$ cat src/rtl/async_ram_pkg.sv
// Shared widths and state encoding for the asynchronous RAM bus master.
package async_ram_pkg;

    localparam int ADDR_W = 16;
    localparam int DATA_W = 16;

    typedef enum logic [2:0] {
        IDLE,
        W_SETUP,
        W_PULSE,
        W_HOLD,
        READ
    } ram_master_state_t;

    function automatic int max4(input int a, input int b, input int c, input int d);
        int m;
        m = a;
        if (b > m) m = b;
        if (c > m) m = c;
        if (d > m) m = d;
        return m;
    endfunction

endpackage

$ cat src/rtl/async_ram_master.sv
// Clocked request/response master for a 16-bit asynchronous RAM with registered,
// programmable-length strobes and mutually exclusive data-bus drivers.
//
// state   | meaning
// IDLE    | o_ready high, waiting for a request
// W_SETUP | address/data driven, write strobe still high
// W_PULSE | write strobe low
// W_HOLD  | strobe released, address/data still driven
// READ    | RAM output transmitter enabled, waiting for access time
module async_ram_master
    import async_ram_pkg::*;
#(
    parameter int SETUP_CYCLES = 1,
    parameter int PULSE_CYCLES = 1,
    parameter int HOLD_CYCLES  = 1,
    parameter int READ_CYCLES  = 2
) (
    input  logic              i_clk,
    input  logic              i_rst,
    input  logic              i_req,
    input  logic              i_we,
    input  logic [ADDR_W-1:0] i_addr,
    input  logic [DATA_W-1:0] i_wdata,
    output logic              o_ready,
    output logic              o_done,
    output logic              o_rvalid,
    output logic [DATA_W-1:0] o_rdata,
    output logic [ADDR_W-1:0] o_address,
    output logic              o_writeNEn,
    output logic [DATA_W-1:0] o_writeData,
    output logic              o_dataOe,
    output logic              o_noe,
    input  logic [DATA_W-1:0] i_readData
);

    localparam int MAX_P = max4(SETUP_CYCLES, PULSE_CYCLES, HOLD_CYCLES, READ_CYCLES);
    localparam int CNT_W = $clog2(MAX_P) + 1;

    localparam logic [CNT_W-1:0] SETUP_LD = CNT_W'(SETUP_CYCLES - 1);
    localparam logic [CNT_W-1:0] PULSE_LD = CNT_W'(PULSE_CYCLES - 1);
    localparam logic [CNT_W-1:0] HOLD_LD  = CNT_W'(HOLD_CYCLES - 1);
    localparam logic [CNT_W-1:0] READ_LD  = CNT_W'(READ_CYCLES - 1);

    if (SETUP_CYCLES < 1 || PULSE_CYCLES < 1 || HOLD_CYCLES < 1 || READ_CYCLES < 1) begin : g_param_check
        $error("async_ram_master: all cycle-count parameters must be >= 1");
    end

    ram_master_state_t state_q;
    logic [CNT_W-1:0]  cnt_q;
    logic              done_q;
    logic              rvalid_q;
    logic [DATA_W-1:0] rdata_q;
    logic [ADDR_W-1:0] addr_q;
    logic [DATA_W-1:0] wdata_q;
    logic              wen_n_q;
    logic              data_oe_q;
    logic              noe_q;

    // Every bus strobe is a flop; the counter holds remaining cycles minus one.
    always_ff @(posedge i_clk) begin
        if (i_rst) begin
            state_q   <= IDLE;
            cnt_q     <= '0;
            done_q    <= 1'b0;
            rvalid_q  <= 1'b0;
            rdata_q   <= '0;
            addr_q    <= '0;
            wdata_q   <= '0;
            wen_n_q   <= 1'b1;
            data_oe_q <= 1'b0;
            noe_q     <= 1'b1;
        end else begin
            done_q   <= 1'b0;
            rvalid_q <= 1'b0;
            case (state_q)
                IDLE: begin
                    if (i_req) begin
                        addr_q  <= i_addr;
                        wdata_q <= i_wdata;
                        if (i_we) begin
                            state_q   <= W_SETUP;
                            cnt_q     <= SETUP_LD;
                            data_oe_q <= 1'b1;
                            noe_q     <= 1'b1;
                        end else begin
                            state_q   <= READ;
                            cnt_q     <= READ_LD;
                            data_oe_q <= 1'b0;
                            noe_q     <= 1'b0;
                        end
                    end
                end
                W_SETUP: begin
                    if (cnt_q == '0) begin
                        state_q <= W_PULSE;
                        cnt_q   <= PULSE_LD;
                        wen_n_q <= 1'b0;
                    end else begin
                        cnt_q <= cnt_q - 1'b1;
                    end
                end
                W_PULSE: begin
                    if (cnt_q == '0) begin
                        state_q <= W_HOLD;
                        cnt_q   <= HOLD_LD;
                        wen_n_q <= 1'b1;
                    end else begin
                        cnt_q <= cnt_q - 1'b1;
                    end
                end
                W_HOLD: begin
                    if (cnt_q == '0) begin
                        state_q   <= IDLE;
                        data_oe_q <= 1'b0;
                        done_q    <= 1'b1;
                    end else begin
                        cnt_q <= cnt_q - 1'b1;
                    end
                end
                READ: begin
                    if (cnt_q == '0) begin
                        state_q  <= IDLE;
                        rdata_q  <= i_readData;
                        noe_q    <= 1'b1;
                        rvalid_q <= 1'b1;
                    end else begin
                        cnt_q <= cnt_q - 1'b1;
                    end
                end
                default: begin
                    state_q   <= IDLE;
                    wen_n_q   <= 1'b1;
                    data_oe_q <= 1'b0;
                    noe_q     <= 1'b1;
                end
            endcase
        end
    end

    assign o_ready     = (state_q == IDLE);
    assign o_done      = done_q;
    assign o_rvalid    = rvalid_q;
    assign o_rdata     = rdata_q;
    assign o_address   = addr_q;
    assign o_writeData = wdata_q;
    assign o_writeNEn  = wen_n_q;
    assign o_dataOe    = data_oe_q;
    assign o_noe       = noe_q;

endmodule

$ cat config.mk
export PLATFORM = sky130hd
export DESIGN_NAME = async_ram_master
export DESIGN_NICKNAME = d
export VERILOG_FILES = /design/src/rtl/async_ram_pkg.sv /design/src/rtl/async_ram_master.sv
export SDC_FILE = /design/constraint.sdc
export NUM_CORES = 1
export LEC_CHECK = 0
export BUFFER_PORTS_ARGS = -buffer_cell sky130_fd_sc_hd__buf_2
export CELL_PAD_IN_SITES_DETAIL_PLACEMENT = 1
export CELL_PAD_IN_SITES_GLOBAL_PLACEMENT = 1
export CORE_ASPECT_RATIO = 0.8
export CORE_UTILIZATION = 34
export CTS_CLUSTER_DIAMETER = 50
export DETAILED_ROUTE_END_ITERATION = 10
export GPL_TIMING_DRIVEN = 0
export PLACE_DENSITY_LB_ADDON = 0.1
export SETUP_SLACK_MARGIN = 0.02
export SLEW_MARGIN = 20
export SYNTH_ARGS = -nofsm -noshare
export SYNTH_HDL_FRONTEND = slang
export SYNTH_SLANG_ARGS = --single-unit
export TNS_END_PERCENT = 50
$ cat constraint.sdc
create_clock -name i_clk -period 2.8 [get_ports i_clk]
set_clock_uncertainty 0.15 [all_clocks]
set_input_delay 0.56 -clock i_clk [delete_from_list [all_inputs] [get_ports i_clk]]
set_output_delay 0.56 -clock i_clk [all_outputs]
set_load 0.02 [all_outputs]
Word level (Yosys, flattened, before mapping)
Cells that the tools add are included.
{"block": "totals", "elab_cells": 63, "output_inout_bits": 54, "register_bits": 58, "input_bits": 52}
{"block": "op_classes", "bitwise_logic": 5, "n_addsub": 1, "reduce_logical": 17, "eq_ne": 11, "muxes": 19}
{"cell": "2-to-1 mux 3 bit", "count": 5}
{"cell": "inequality test 2 bit, second input constant", "count": 6}
{"cell": "case mux 3 bit (4 select lines)", "count": 1}
{"cell": "AND reduction 3 bit", "count": 4}
{"cell": "case mux 1 bit (3 select lines)", "count": 3}
{"cell": "OR reduction 3 bit", "count": 3}
{"cell": "OR reduction 2 bit", "count": 4}
{"cell": "== test 3 x 2 -> 1 bit, second input constant", "count": 2}
{"cell": "2-to-1 mux 1 bit", "count": 6}
{"cell": "2-to-1 mux 2 bit", "count": 3}
{"cell": "case mux 2 bit (3 select lines)", "count": 1}
{"cell": "inverter 1 bit", "count": 5}
{"cell": "AND reduction 2 bit", "count": 2}
{"cell": "AND reduction 4 bit", "count": 1}
{"cell": "== test 3 x 1 -> 1 bit, second input constant", "count": 1}
{"cell": "== test 3 bit, second input constant", "count": 1}
{"cell": "logical NOT 3 bit", "count": 1}
{"cell": "nonzero test 3 bit", "count": 1}
{"cell": "logical NOT 2 bit", "count": 1}
{"cell": "inequality test 2 x 1 -> 1 bit, second input constant", "count": 1}
{"cell": "subtractor 2 x 1 -> 2 bit, second input constant", "count": 1}

Logic depth before layout (Yosys ltp)
Gate-level depths: netlist of run 1.
{"block": "logic_depth", "word_depth": 4, "depth_mapped": 7, "depth_no_buf": 6}

Least setup slack after synthesis of run 1
No wires, ideal clock.
{"block": "synth_timing", "kind": "reg-to-reg", "from": "register cnt_q[0]", "to": "register rdata_q[10] (netlist: o_rdata[10])", "setup_ns": 0.132, "period_less_slack_ns": 1.657, "t_arrival_ns": 1.375, "slack_ns": 1.143, "path_stages_with_launch": 8, "n_path_buf": 2, "t_required_ns": 2.518, "cell_sequence": "dfxtp_1 -> inv_1 -> ha_1 -> clkbuf_1 -> nand3_1 -> buf_2 -> nand2_1 -> a21oi_1"}
{"block": "synth_between", "elab_chain_len": 2}
{"item": "start: declaration", "line_no": "async_ram_master.sv:49", "source": "logic [CNT_W-1:0] cnt_q;"}
{"item": "start signal: assignment", "line_no": "async_ram_master.sv:99", "source": "cnt_q <= cnt_q - 1'b1;"}
{"item": "start signal: assignment", "line_no": "async_ram_master.sv:108", "source": "cnt_q <= cnt_q - 1'b1;"}
{"item": "start signal: assignment", "line_no": "async_ram_master.sv:117", "source": "cnt_q <= cnt_q - 1'b1;"}
{"item": "logical NOT 2 bit", "line_no": "async_ram_master.sv:121", "source": "if (cnt_q == '0) begin"}
{"item": "AND reduction 2 bit (no source line)"}
{"item": "end signal: assignment", "line_no": "async_ram_master.sv:123", "source": "rdata_q <= i_readData;"}
{"item": "end: declaration", "line_no": "async_ram_master.sv:52", "source": "logic [DATA_W-1:0] rdata_q;"}
Every way passes these cells.
A chain may end at the register's enable or synchronous reset.

Worst setup path in the final report of run 1
{"block": "layout_timing", "from": "register cnt_q[0]", "to": "register rdata_q[4] (netlist: o_rdata[4])"}
Same word-level chain as after synthesis.

==> run metrics, run 1 <==
routed wire length 6880 µm; Power Internal 1.649 mW; Placer Congestion 0.8186; clock slew at reported path FFs 70 ps; Worst-Margin Slew 538.4 ps; Distinct cells, synth 35; Mapped Avg Cell Area 7.962 µm²; Yosys reg bits 58; switching share of power 32.45%; Initial Utilization 35.35%; area grow syn2layout 36.92%; P_sw 0.7920 mW; clk root buf clkbuf_8; leak pwr 1.432 nW; GRT Total Usage 19.87%; Syn. warnings 0; Pre-antenna DRT Iters 4; HP Class reg -> reg; # H-tree levels 3; Die Wd 93.50 µm; reg2reg path depth 7; setup TNS 0 ps; clock latency on the worst-skew pair 330 ps; Syn Std Cell Area 0.002277 mm²; Finished Core Util 48.41%; per-cell routed wire length 14.01 µm; max_slew headroom 64.10%; Post-DP Area 0.002908 mm²; Post-synth ARST share 0%; Flop pwr share 39.6%; ant diodes 0; Comb power frac 26.5%; Crit Reg-Reg Endpoint o_rdata[4]$_SDFFE_PP0P_; internal reg-to-reg setup slack 650 ps; number of hold buffers added after cts 0; global-route met1 utilization 22.70%; vias per cell 4.819; period utilization 76.73%; Die Ht 75.20 µm; RSZ-0062 raised after global routing no; Crit path required time 2850 ps; Final Hold Fails 0; Post-DRT Antenna Nets 0; register area share after synthesis 50.99%; Max Root-Sink Buffers 2; worst setup path class reg -> reg; core area 0.006441 mm²; post-DP HPWL 5100 µm; vias in the first global route 2,323; Crit path arrival time 2200 ps; Critical path destination o_rdata[4]$_SDFFE_PP0P_; DR vias 2,366; top_reg_cell synth dfxtp_1; status complete, no violations; gr ovfl total 0; Rows 26; Worst R2R Start cnt_q[0]$_SDFFE_PP0P_; Setup crit end kind register; GR peak layer met2; crit path time final 2148 ps; largest net degree at the start of global routing 11; cells after synthesis 286; CTS Sinks 58; clock network fraction of design power 33.9%; maximum vdd drop 357.2 µV; critical path peak fanout 10; pwr dens 782.9 mW/mm²; syn_nets 341; nets 457; final setup violation count 0; cts bufs inserted 9; postcts setup bufs 0; initial antenna violation count 0; CTS tree built; Max Fclk 465.5 MHz; first-pass GRT wire length 10,540 µm; Worst Setup SP cnt_q[0]$_SDFFE_PP0P_; Initial DRC Count 40; number of max-cap violations 0; IO buf count 105; kind of start point of the critical path register; grt met3 use 7.879%; post-CTS sizing 0; DR DRC count 0; number of flops mapped to enable cells by yosys 0; met2 Use GR 34.15%; share of post-route cells with drive strength above 1 32.92%; die area 0.007031 mm²; io pins 106; Final Slew Violations 0; cell area after layout 0.003118 mm²
sequential cells by signal (all words and copies together) (netlist names):
register     count
cnt_q            2
o_dataOe         1
o_noe            1
o_rvalid         1
o_rdata         16
o_writeData     16
o_writeNEn       1
o_done           1
o_address       16
state_q          3
layer usage:
metal	up-vias	wire length, µm
li1	1182	-
met1	1110	3059
met2	67	3331
met3	7	429
met4	0	60
met5	-	0
cells by family (layout without fill, tap and decap cells):
kind of cell	count (synthesis)	in the layout	share of synthesized area (%)
buf+inv	26	147	5.823
flops	58	58	50.99
compound gates	69	69	17.58
xor+xnor	1	1	0.3847
simple gates	129	129	23.57
fa+ha+maj	3	3	1.649
per-stage QoR:
step | instances | hold slack (ps) | power (mW) | worst slack (ps)
after global routing | 491 | 295.6 | 2.581 | 481.1
final | 491 | 301.9 | 2.441 | 651.6
after CTS | 491 | 292.6 | 2.477 | 637.9
after floorplan | 286 | 375.9 | 1.410 | 1143
after global placement | 475 | 287.8 | 1.613 | 692.3
after detailed placement | 475 | 296.7 | 1.632 | 666.9
cells in the final DEF (no fill, tap or decap), types with 2 or more instances in the layout:
cell type,n
a2111oi_0,2
a211oi_1,2
a21oi_1,51
and2_1,3
buf_2,112
buf_4,3
buf_6,2
bufinv_16,2
clkbuf_1,11
clkbuf_8,9
clkinv_2,2
dfxtp_1,58
ha_1,3
inv_1,4
nand2_1,102
nor2_1,7
nor2b_1,3
nor3_1,5
nor4_1,2
nor4b_1,2
o21ai_0,3
o21bai_1,2
how the worst min path moves through the flow:
stage,startpoint,depth (start not counted),slack (ps),endpoint
after global routing,i_addr[9],3,300,o_address[9]$_SDFFE_PP0P_
final,o_rdata[14]$_SDFFE_PP0P_,2,300,o_rdata[14]$_SDFFE_PP0P_
after CTS,i_wdata[5],3,290,o_writeData[5]$_SDFFE_PP0P_
after floorplan,cnt_q[1]$_SDFFE_PP0P_,2,380,cnt_q[1]$_SDFFE_PP0P_
after detailed placement,o_rdata[6]$_SDFFE_PP0P_,2,300,o_rdata[6]$_SDFFE_PP0P_
after global placement,o_rdata[2]$_SDFFE_PP0P_,2,290,o_rdata[2]$_SDFFE_PP0P_
final cells by class:
type | instances | area, µm²
clock buffers | 11 | 131.4
plain buffers | 22 | 117.6
well taps | 84 | 105.1
fillers | 838 | 3323
repair buffers | 105 | 525.5
inverters | 4 | 15.01
flip-flops and latches | 58 | 1161
clock inverters | 5 | 78.83
multi-input cells | 202 | 983.4
worst max-delay path, stage by stage, from the launching register on:
cell	delay, ps
dfxtp_1	310
inv_1	150
ha_1	190
clkbuf_1	370
nand3_1	380
buf_2	310
nand2_1	90
a21oi_1	60
cell usage after synthesis, drive strengths merged (2+ instances only):
cell type	number	area (µm²)
inv	4	15.01
nor2	7	26.28
and2	3	18.77
nand2	102	382.9
nor4b	2	17.52
o21bai	2	15.01
buf	13	83.82
a211oi	3	27.52
o21ai	3	15.01
a2111oi	2	17.52
a21oi	51	255.2
nor4	2	12.51
dfxtp	58	1161
ha	3	37.54
nor3	6	35.03
clkbuf	9	33.78
nor2b	3	18.77
power by group through the flow:
stage               Combinational (mW)  Sequential, mW  Clock (mW)
floorplan                        0.333            1.08           0
global placement                 0.632           0.981           0
detailed placement               0.645           0.987           0
CTS                              0.651           0.969       0.857
global route                     0.713           0.978       0.890
finish                           0.646           0.968       0.827
No activity file was read; power rests on OpenSTA's default activity.
==> run 2, diff against run 1 <==
Settings changed: CORE_UTILIZATION 34 to 29.
Clock period 2.8 ns to 1.9 ns, I/O delays scaled along.
==> run 2 against run 1 <==
- count of clock-buffer cells in the layout unchanged
- combinational power increased by 49%
- first-iteration DRC count decreased by 10%
- critical endpoint is now o_rdata[7]$_SDFFE_PP0P_
==> run metrics, run 2 (synthesized netlist as in run 1, its figures left out) <==
Pre-antenna DRT Iters 4; nets 457; DR vias 2,313; vias per cell 4.518; Comb power frac 26.3%; Initial Utilization 30.37%; Final Slew Violations 0; share of post-route cells with drive strength above 1 33.66%; IO buf count 105; number of hold buffers added after cts 0; clock latency on the worst-skew pair 330 ps; cell area after layout 0.003167 mm²; postcts setup bufs 0; CTS Sinks 58; period utilization 92.16%; crit path time final 1751 ps; area grow syn2layout 39.07%; initial antenna violation count 0; status complete, no violations; fillers 973; cts bufs inserted 9; ant diodes 0; # H-tree levels 3; Rows 28; maximum vdd drop 479.1 µV; most frequent cells in the layout buf_2 (113), nand2_1 (102), dfxtp_1 (58); leak pwr 1.438 nW; Flop pwr share 39.0%; gr ovfl total 0; largest net degree at the start of global routing 11; Post-DRT Antenna Nets 0; switching share of power 32.47%; critical path peak fanout 10; Worst-Margin Slew 548.0 ps; Tot Pwr 3.653 mW; die area 0.008213 mm²; Max Fclk 571.1 MHz; Setup crit end kind register; clock slew at reported path FFs 70 ps; first-pass GRT wire length 10,730 µm; final setup violation count 0; routed wire length 6907 µm; Final Hold Fails 0; HP Class in -> reg; worst setup path class reg -> reg; Power Internal 2.467 mW; Placer Congestion 0.7552; RSZ-0062 raised after global routing yes; Crit path arrival time 1860 ps; Die Wd 101.1 µm; clk root buf clkbuf_8; vias in the first global route 2,179; number of max-cap violations 0; io pins 106; CTS tree built; kind of start point of the critical path register; Post-DP Area 0.002934 mm²; DR DRC count 0; most common cell after layout, fill and taps aside buf_2; P_sw 1.186 mW; clock network fraction of design power 34.7%; Max Root-Sink Buffers 2; pwr dens 1153 mW/mm²; GRT Total Usage 17.51%; post-DP HPWL 5121 µm; Crit path required time 2010 ps; per-cell routed wire length 13.49 µm; core area 0.007497 mm²; Initial DRC Count 36; Die Ht 81.26 µm; max_slew headroom 63.46%
[run 2: power by group through the flow]
stage	logic, mW	registers (mW)	clock network, mW
6_report	0.961	1.42	1.27
5_1_grt	1.07	1.44	1.36
4_1_cts	0.971	1.43	1.31
3_5_place_dp	0.962	1.45	0
3_3_place_gp	0.942	1.45	0
2_1_floorplan	0.491	1.59	0
[run 2: layout make-up]
class	count	area, µm²	area share (%)
flip-flops and latches	58	1161	36.67
multi-input cells	202	996.0	31.45
repair buffers	105	525.5	16.59
clock buffers	11	141.4	4.465
well taps	105	131.4	4.149
plain buffers	22	118.9	3.753
clock inverters	5	77.57	2.450
inverters	4	15.01	0.4741
[run 2: timing repair]
action,4_1_cts,5_1_grt
endpoints found under the hold margin,0,0
setup endpoints to repair,19,10
pin swaps,0,1
resized for setup,2,3
[run 2: metrics by stage]
stage	instances	util [%]	hold WS, ps	setup TNS [ps]	setup WS, ps
2_1_floorplan	286	-	366.0	0	243.1
3_3_place_gp	496	39.14	287.5	-2030	-213.2
3_5_place_dp	496	39.14	294.4	-2146	-238.7
4_1_cts	512	42.14	106.0	0	50.95
5_1_grt	512	42.24	103.6	0	3.329
6_report	512	42.24	124.9	0	149.0
[run 2: worst max-delay path: stages (launching register included)]
cell and delay, ps:
dfxtp_1 340, nor2_1 350, and3_1 200, buf_2 170, buf_2 240, nand2_1 80
a21oi_1 130
[run 2: worst paths after layout]
kind	from	cells past startpoint	end	slack [ps]
setup / recovery	state_q[0]$_SDFFE_PP0P_	6	o_rdata[7]$_SDFFE_PP0P_	150
hold reg to reg	o_writeData[1]$_SDFFE_PP0P_	2	o_writeData[1]$_SDFFE_PP0P_	300
hold / removal	i_wdata[7]	3	o_writeData[7]$_SDFFE_PP0P_	120
setup reg to reg	state_q[0]$_SDFFE_PP0P_	6	o_rdata[7]$_SDFFE_PP0P_	150
[run 2: metal layers]
metal / GRT usage (%) / up-vias / wire length, µm
li1: - / 1180 / -
met1: 22.32 / 1054 / 3334
met2: 26.60 / 73 / 2996
met3: 7.831 / 6 / 515
met4: 5.217 / 0 / 60
met5: 0 / - / 0
